File: src/rtl/cursor_overlay.sv
// Blinking crosshair overlay on a VGA pixel stream; position sampled once per frame and clamped to the screen.
// Latency: fixed 2 cycles for RGB_Out, Pixel_Valid_Out and Frame_Start_Out.
// Backpressure: none; one pixel accepted every clock and Pixel_Valid gaps pass through unchanged.
//
// Ports:
//   Clock, Reset (async, active-high)
//   X_Position, Y_Position  : cursor position from the cursor stage (Y counts up the screen)
//   Cursor_Enable, Blink_Enable : cursor draw / blink controls
//   Frame_Start, Pixel_Valid, Pixel_X, Pixel_Y, RGB_In : pixel stream from the timing generator
//   Pixel_Valid_Out, Frame_Start_Out, RGB_Out          : delayed, composited stream to the DAC
module cursor_overlay #(
    parameter int          H_ACTIVE     = 640,
    parameter int          V_ACTIVE     = 480,
    parameter int          COORD_W      = 10,
    parameter int          COLOR_W      = 12,
    parameter int          ARM_LEN      = 8,
    parameter int          BLINK_FRAMES = 30,
    parameter logic [11:0] CURSOR_COLOR = 12'hFFF
) (
    input  logic               Clock,
    input  logic               Reset,
    input  logic [COORD_W-1:0] X_Position,
    input  logic [COORD_W-1:0] Y_Position,
    input  logic               Cursor_Enable,
    input  logic               Blink_Enable,
    input  logic               Frame_Start,
    input  logic               Pixel_Valid,
    input  logic [COORD_W-1:0] Pixel_X,
    input  logic [COORD_W-1:0] Pixel_Y,
    input  logic [COLOR_W-1:0] RGB_In,
    output logic               Pixel_Valid_Out,
    output logic               Frame_Start_Out,
    output logic [COLOR_W-1:0] RGB_Out
);

    localparam int DW    = COORD_W + 1;
    localparam int CNT_W = (BLINK_FRAMES > 1) ? $clog2(BLINK_FRAMES) : 1;

    localparam logic [COORD_W-1:0] X_MAX     = COORD_W'(H_ACTIVE - 1);
    localparam logic [COORD_W-1:0] Y_MAX     = COORD_W'(V_ACTIVE - 1);
    localparam logic [CNT_W-1:0]   CNT_LAST  = CNT_W'(BLINK_FRAMES - 1);
    localparam logic [DW-1:0]      ARM       = DW'(ARM_LEN);
    localparam logic [COLOR_W-1:0] CUR_COLOR = COLOR_W'(CURSOR_COLOR);

    // ------------------------------------------------------------------
    // Per-frame state: latched position, arm flag, blink counter/phase
    // ------------------------------------------------------------------
    logic [COORD_W-1:0] cx_q, cx_d;
    logic [COORD_W-1:0] cy_q, cy_d;
    logic               armed_q, armed_d;
    logic [CNT_W-1:0]   blink_cnt_q, blink_cnt_d;
    logic               phase_on_q, phase_on_d;
    logic [COORD_W-1:0] ry;

    always_comb begin
        cx_d        = cx_q;
        cy_d        = cy_q;
        armed_d     = armed_q;
        blink_cnt_d = blink_cnt_q;
        phase_on_d  = phase_on_q;
        // Clamp rather than wrap: a cursor counter that underflowed past 0
        // shows up as a large value and must pin to the far edge.
        ry = (Y_Position >= Y_MAX) ? Y_MAX : Y_Position;

        if (Frame_Start) begin
            cx_d    = (X_Position >= X_MAX) ? X_MAX : X_Position;
            cy_d    = Y_MAX - ry;   // cursor Y grows upward, screen rows grow downward
            armed_d = 1'b1;
        end

        if (!Blink_Enable) begin
            blink_cnt_d = '0;
            phase_on_d  = 1'b1;
        end else if (Frame_Start) begin
            if (blink_cnt_q == CNT_LAST) begin
                blink_cnt_d = '0;
                phase_on_d  = ~phase_on_q;
            end else begin
                blink_cnt_d = blink_cnt_q + 1'b1;
            end
        end
    end

    always_ff @(posedge Clock or posedge Reset) begin
        if (Reset) begin
            cx_q        <= '0;
            cy_q        <= '0;
            armed_q     <= 1'b0;
            blink_cnt_q <= '0;
            phase_on_q  <= 1'b1;
        end else begin
            cx_q        <= cx_d;
            cy_q        <= cy_d;
            armed_q     <= armed_d;
            blink_cnt_q <= blink_cnt_d;
            phase_on_q  <= phase_on_d;
        end
    end

    // ------------------------------------------------------------------
    // Hit test against the position held in the registers. On a
    // Frame_Start cycle the registers still hold the previous frame's
    // position, so a coincident pixel naturally uses the old cursor.
    // One extra bit keeps the differences signed without wrap, so arms
    // clip at screen edges instead of reappearing on the far side.
    // ------------------------------------------------------------------
    logic signed [DW-1:0] dx, dy;
    logic        [DW-1:0] adx, ady;
    logic                 x_eq, y_eq, x_near, y_near, draw_en;

    always_comb begin
        dx      = $signed({1'b0, Pixel_X}) - $signed({1'b0, cx_q});
        dy      = $signed({1'b0, Pixel_Y}) - $signed({1'b0, cy_q});
        adx     = dx[DW-1] ? DW'(-dx) : DW'(dx);
        ady     = dy[DW-1] ? DW'(-dy) : DW'(dy);
        x_eq    = (Pixel_X == cx_q);
        y_eq    = (Pixel_Y == cy_q);
        x_near  = (adx <= ARM);
        y_near  = (ady <= ARM);
        // Gating is captured with the pixel so each pixel sees a coherent
        // arm/blink/enable state regardless of what changes a cycle later.
        draw_en = armed_q && phase_on_q && Cursor_Enable;
    end

    // ------------------------------------------------------------------
    // Stage 1
    // ------------------------------------------------------------------
    logic               s1_vld_q, s1_fs_q;
    logic [COLOR_W-1:0] s1_rgb_q;
    logic               s1_xeq_q, s1_yeq_q, s1_xnear_q, s1_ynear_q, s1_draw_q;

    always_ff @(posedge Clock or posedge Reset) begin
        if (Reset) begin
            s1_vld_q   <= 1'b0;
            s1_fs_q    <= 1'b0;
            s1_rgb_q   <= '0;
            s1_xeq_q   <= 1'b0;
            s1_yeq_q   <= 1'b0;
            s1_xnear_q <= 1'b0;
            s1_ynear_q <= 1'b0;
            s1_draw_q  <= 1'b0;
        end else begin
            s1_vld_q   <= Pixel_Valid;
            s1_fs_q    <= Frame_Start;
            s1_rgb_q   <= RGB_In;
            s1_xeq_q   <= x_eq;
            s1_yeq_q   <= y_eq;
            s1_xnear_q <= x_near;
            s1_ynear_q <= y_near;
            s1_draw_q  <= draw_en;
        end
    end

    // ------------------------------------------------------------------
    // Stage 2: composite and drive the DAC
    // ------------------------------------------------------------------
    logic               hit;
    logic [COLOR_W-1:0] rgb_d;
    logic               out_vld_q, out_fs_q;
    logic [COLOR_W-1:0] out_rgb_q;

    always_comb begin
        hit   = (s1_yeq_q && s1_xnear_q) || (s1_xeq_q && s1_ynear_q);
        rgb_d = s1_rgb_q;
        if (!s1_vld_q) begin
            rgb_d = '0;
        end else if (hit && s1_draw_q) begin
            rgb_d = CUR_COLOR;
        end
    end

    always_ff @(posedge Clock or posedge Reset) begin
        if (Reset) begin
            out_vld_q <= 1'b0;
            out_fs_q  <= 1'b0;
            out_rgb_q <= '0;
        end else begin
            out_vld_q <= s1_vld_q;
            out_fs_q  <= s1_fs_q;
            out_rgb_q <= rgb_d;
        end
    end

    assign Pixel_Valid_Out = out_vld_q;
    assign Frame_Start_Out = out_fs_q;
    assign RGB_Out         = out_rgb_q;

endmodule

File: config.mk
export PLATFORM = sky130hd
export DESIGN_NAME = cursor_overlay
export DESIGN_NICKNAME = d
export VERILOG_FILES = /design/src/rtl/cursor_overlay.sv
export SDC_FILE = /design/constraint.sdc
export NUM_CORES = 1
export LEC_CHECK = 0
export ABC_AREA = 1
export ABC_CLOCK_PERIOD_IN_PS = 5300
export CORE_UTILIZATION = 40
export DETAILED_ROUTE_END_ITERATION = 10
export HOLD_SLACK_MARGIN = 0.1
export PLACE_DENSITY = 0.6
export SLEW_MARGIN = 20
export SYNTH_ARGS = -nofsm -noshare
export SYNTH_HDL_FRONTEND = slang
export SYNTH_SLANG_ARGS = --single-unit
File: constraint.sdc
create_clock -name Clock -period 5.3 [get_ports Clock]
set_input_delay 1.06 -clock Clock [delete_from_list [all_inputs] [get_ports Clock]]
set_output_delay 1.06 -clock Clock [all_outputs]
set_load 0.02 [all_outputs]
Yosys cells after proc, flatten, opt, wreduce, memory -nomap -nowiden

Index checks and enable logic that the tools add are counted.

$add $sub $neg: 6
Bitwise logic cells: 1
Mux-type cells: 12
$lt $le $gt $ge: 4
Equal/unequal tests: 5
Reduce and logical (&&, ||, !) cells: 7

Operators with widths:

| operator              | count |
|---|---|
| $mux 12               | 2 |
| $le 11x4->1 const B   | 2 |
| $mux 11               | 2 |
| $neg 11->11           | 2 |
| $sub 10x10->11        | 2 |
| $eq 10x10->1          | 2 |
| $mux 10               | 2 |
| $mux 5                | 3 |
| $ge 10x10->1 const B  | 1 |
| $ge 10x9->1 const B   | 1 |
| $sub 9x10->10 const A | 1 |
| $add 5x1->5 const B   | 1 |
| $eq 5x5->1 const B    | 1 |
| $logic_and 1x1->1     | 5 |
| $ne 2x1->1 const B    | 2 |
| $mux 1                | 3 |
| $reduce_and 2->1      | 1 |
| $logic_or 1x1->1      | 1 |
| $not 1->1             | 1 |

Word-level logic and storage cells: 51
Register bits: 60

Depth between registers and ports, before layout

Depth after elaboration: 5
Depth in mapped cells: 18
Depth with buffers taken out: 17

Worst setup path before layout

OpenSTA, ideal clock, no wires.

Path type: input port to flip-flop
From: input Pixel_X[0]
To: register s1_xnear_q
Buffers on the path: 0
Required time: 5229 ps
Arrival time: 2615 ps
Setup time: 71 ps
Path slack: 2614 ps
Stages: 15
Cells stage by stage: inv_1 ha_1 inv_1 fa_1 inv_1 nand2_1 nor2_1 nand3_1 nor2_1 nand3_1 nand3_1 nand2_1 nor2_1 nand3_1 nor2_1

Word-level cells in the longest chain between the ends: 4

Ends and longest elaborated chain:

| what                 | RTL line | RTL |
|---|---|---|
| from (decl)          | 28       | `input logic [COORD_W-1:0] Pixel_X,` |
| $sub 10x10->11 *     | 112      | `dx = $signed({1'b0, Pixel_X}) - $signed({1'b0, cx_q});` |
| $neg 11->11          | 114      | `adx = dx[DW-1] ? DW'(-dx) : DW'(dx);` |
| $mux 11 *            | 114      |  |
| $le 11x4->1 *        | 118      | `x_near = (adx <= ARM);` |
| net x_near           | 109      | `logic x_eq, y_eq, x_near, y_near, draw_en;` |
| to (signal assigned) | 148      | `s1_xnear_q <= x_near;` |
| to (decl)            | 130      | `logic s1_xeq_q, s1_yeq_q, s1_xnear_q, s1_ynear_q, s1_draw_q;` |

Mark *: on every way through the listed nets, which the timed path passes. The rest lies on a longest branch.
A chain may end at the register's enable or synchronous reset.

Worst setup path after layout

Same ends and word-level chain as after synthesis.

==> impl_results.md <==
- Final Max Tran Viols: 0
- Post-route ant nets: 0
- GRT overflow: 0
- P_leak: approximately 0.0026 uW
- Sequential area share after synthesis: 0.372
- Vias in the first global route: around 3.4k
- Synth top area share: 0.366
- Ys Warns: 0
- Most frequent cells in the layout: nand2_1 (164), inv_1 (94), clkdlybuf4s50_1 (71)
- # rows: 36
- Placed Area: 4860 um2
- Hpwl dp: 7390 um
- Vias: about 3.7k
- Core ar.: 9770 um2
- VDD IR-drop max: 0.149 mV
- Pwr Density: between 200 and 300 nW/um2
- GPL Wtd Cong: around 0.94
- Comb power frac: 0.317
- Critical Path End Type: flip-flop
- Area grow syn2layout: 25.9%
- Commonest non-fill, non-tap cell in the layout: nand2_1
- Min-delay src: s1_fs_q
- CTS buffer count: 9
- Worst r2r src: cx_q[0]
- WS Path Type: in2reg
- Iteration-0 DRC Markers: roughly 120
- Buffers on Ports: roughly 70
- Die area: about 10000 um2
- Pre-CTS WS: 1.90 ns
- H-tree depth: 3
- Max cap viols: 0
- R2R setup slack: around 3 ns
- Total length of routed wires: between 9000 and 10000 um
- CP arrival: between 3 and 4 ns
- Met3 Wirelength: roughly 390 um
- CP Launch Point: Pixel_X[0]
- Initial antenna violation count: 0
- Max frequency: ~320 MHz
- Hold crit path type: reg2reg
- Largest net degree at the start of global routing: 35
- Top_reg_cell synth: dfrtp_1
- Max Used Layer: met4
- Critical Path Start Type: input port
- Worst skew pair latency: around 0.33 ns
- GRT Total Usage: 0.190
- DR pass1 iterations: 4
- Top cells by area, synth: dfrtp_1 (37%), nand2_1 (15%), inv_1 (8.8%)
- I/O Pins: 72
- Setup bufs post-CTS: 0
- Die width: between 100 and 150 um
- Final Cycle Share: 0.585
- Number of synthesized register bits: 60
- Rel. slew slack: 0.531
- Maximum root-to-sink buffer count: 2
- N_diodes: 0
- Skew final: between 0.005 and 0.006 ns
- Initial core utilization: 0.413
- Setup violators final: 0
- Final min period: about 3.1 ns
- Net count reported at finish: 734
- Final hold vios: 0
- Async SR Flop Fraction: 1.00
- Post-synthesis cell area: slightly above 4000 um2
- Post-route cell area: 5080 um2
- Largest area contributor in the netlist: dfrtp_1
- Power Internal: between 900 and 1000 uW
- PostCTS Resize Cnt: 0
- Sw Share: 0.323
- Final WS setup: 2.20 ns
- Wire length on met1: 4700 um
- Cell count after synthesis: between 500 and 600
- Worst-path fanout max: 4
- Syn Area/Cell: about 7.0 um2
- Post-synth EDFFs: 0
- Clock sink total: 60
- Number of cells after detailed placement: 773
- First-pass GRT wire length: roughly 15000 um
- Syn Nets: about 660
- Share of cells above drive strength 1: 0.0763
- Routed len/inst: 11.6 um
- Die Height: 102 um
- Root Driver: clkbuf_8
- Met2 Wirelength: ~3900 um
- Least-Margin Pin Slew: 0.702 ns
- Fillers: 977
- CTS tree: built
- Sequential share of power: 0.355
- RSZ-0062 raised after global routing: no
- Setup TNS Final: 0 ns
- WP data required: approximately 5.6 ns
- Finished Layout Cells: 788
- Status: complete, no violations
- Clk pwr share: 0.328
- DRC errors left: 0
- Switching Power: 453 uW
- Reg clk slew, reported paths: ~0.070 ns
- Vias/cell: about 4.7
- Synth cell types: 39
- Cts hold-fix bufs: 0
-- kinds of logic (layout without fill, tap and decap cells) --
logic type / Yosys count / in the layout / share of synthesized area
and+or+nand+nor: 321 / 321 / 0.343
adders and majority gates: 25 / 25 / 0.0812
AOI/OAI and AO/OA: 57 / 57 / 0.0846
xor gates and xnor gates: 3 / 3 / 0.00837
DFF: 60 / 60 / 0.372
buffers and inverters: 113 / 189 / 0.110
-- per-stage QoR --
| stage | util | total power, uW | hold WS [ns] |
|---|---|---|---|
| global placement | 0.497 | 943 | 0.353 |
| detailed placement | 0.497 | 951 | 0.341 |
| global route | 0.520 | 1500 | 0.369 |
| CTS | 0.520 | 1410 | 0.356 |
| floorplan | - | 827 | 0.331 |
| finish | 0.520 | 1400 | 0.353 |
-- worst max-delay path: stages --
cell and delay (ns):
clkdlybuf4s50_1 0.45, inv_1 0.04, ha_1 0.18, inv_1 0.12
fa_1 0.42, inv_1 0.06, nand2_1 0.06, nor2_1 0.23
nand3_1 0.12, nor2_1 0.12, nand3_1 0.14, nand3_1 0.10
nand2_1 0.05, nor2_1 0.08, nand3_1 0.07, nor2_1 0.08
-- Yosys cell counts, types with 5 or more instances --
cell type / instances
dfrtp_1: 59
nor2_1: 60
ha_1: 23
o21ai_0: 11
inv_2: 6
inv_1: 95
clkbuf_1: 6
nand2_2: 10
nand3b_1: 5
nand3_1: 60
nor2_2: 6
a21oi_2: 5
o31ai_1: 5
nand2_1: 164
a21oi_1: 23
-- metal layers --
layer	GRT usage	vias up
li1	-	1966
met1	0.261	1641
met2	0.292	69
met3	0.0486	13
met4	0.0571	0
met5	0	-
-- path summary, 6_finish.rpt --
kind	end	depth (start not counted)
setup / recovery	s1_xnear_q	16
hold / removal	Frame_Start_Out	0
setup reg to reg	s1_xnear_q	14
hold reg to reg	Frame_Start_Out	0
max in group asynchronous	phase_on_q	3
min in group asynchronous	s1_rgb_q[4]	2
-- area by class of cell --
cell class	count	area (um2)	area share
Clock buffer	11	151	0.0298
Timing Repair Buffer	72	718	0.141
Multi-Input combinational cell	406	2090	0.411
Tap cell	133	166	0.0327
Sequential cell	60	1500	0.296
Inverter	102	384	0.0756
Clock inverter	4	72.6	0.0143
-- state kept, by name, summed over array words and instances (netlist names) --
name	flops
s1_xeq_q	1
phase_on_q	1
s1_xnear_q	1
blink_cnt_q	5
Pixel_Valid_Out	1
s1_yeq_q	1
s1_rgb_q	12
s1_draw_q	1
s1_ynear_q	1
s1_vld_q	1
cy_q	10
armed_q	1
Frame_Start_Out	1
RGB_Out	12
s1_fs_q	1
cx_q	10
-- power groups by stage --
| stage | sequential, uW | combinational (uW) | clock [uW] |
|---|---|---|---|
| after floorplan | 510 | 318 | 0 |
| after global placement | 505 | 438 | 0 |
| after detailed placement | 506 | 445 | 0 |
| after CTS | 498 | 447 | 469 |
| after global routing | 500 | 511 | 491 |
| final | 497 | 445 | 459 |
(Power assumes the default switching activity.)
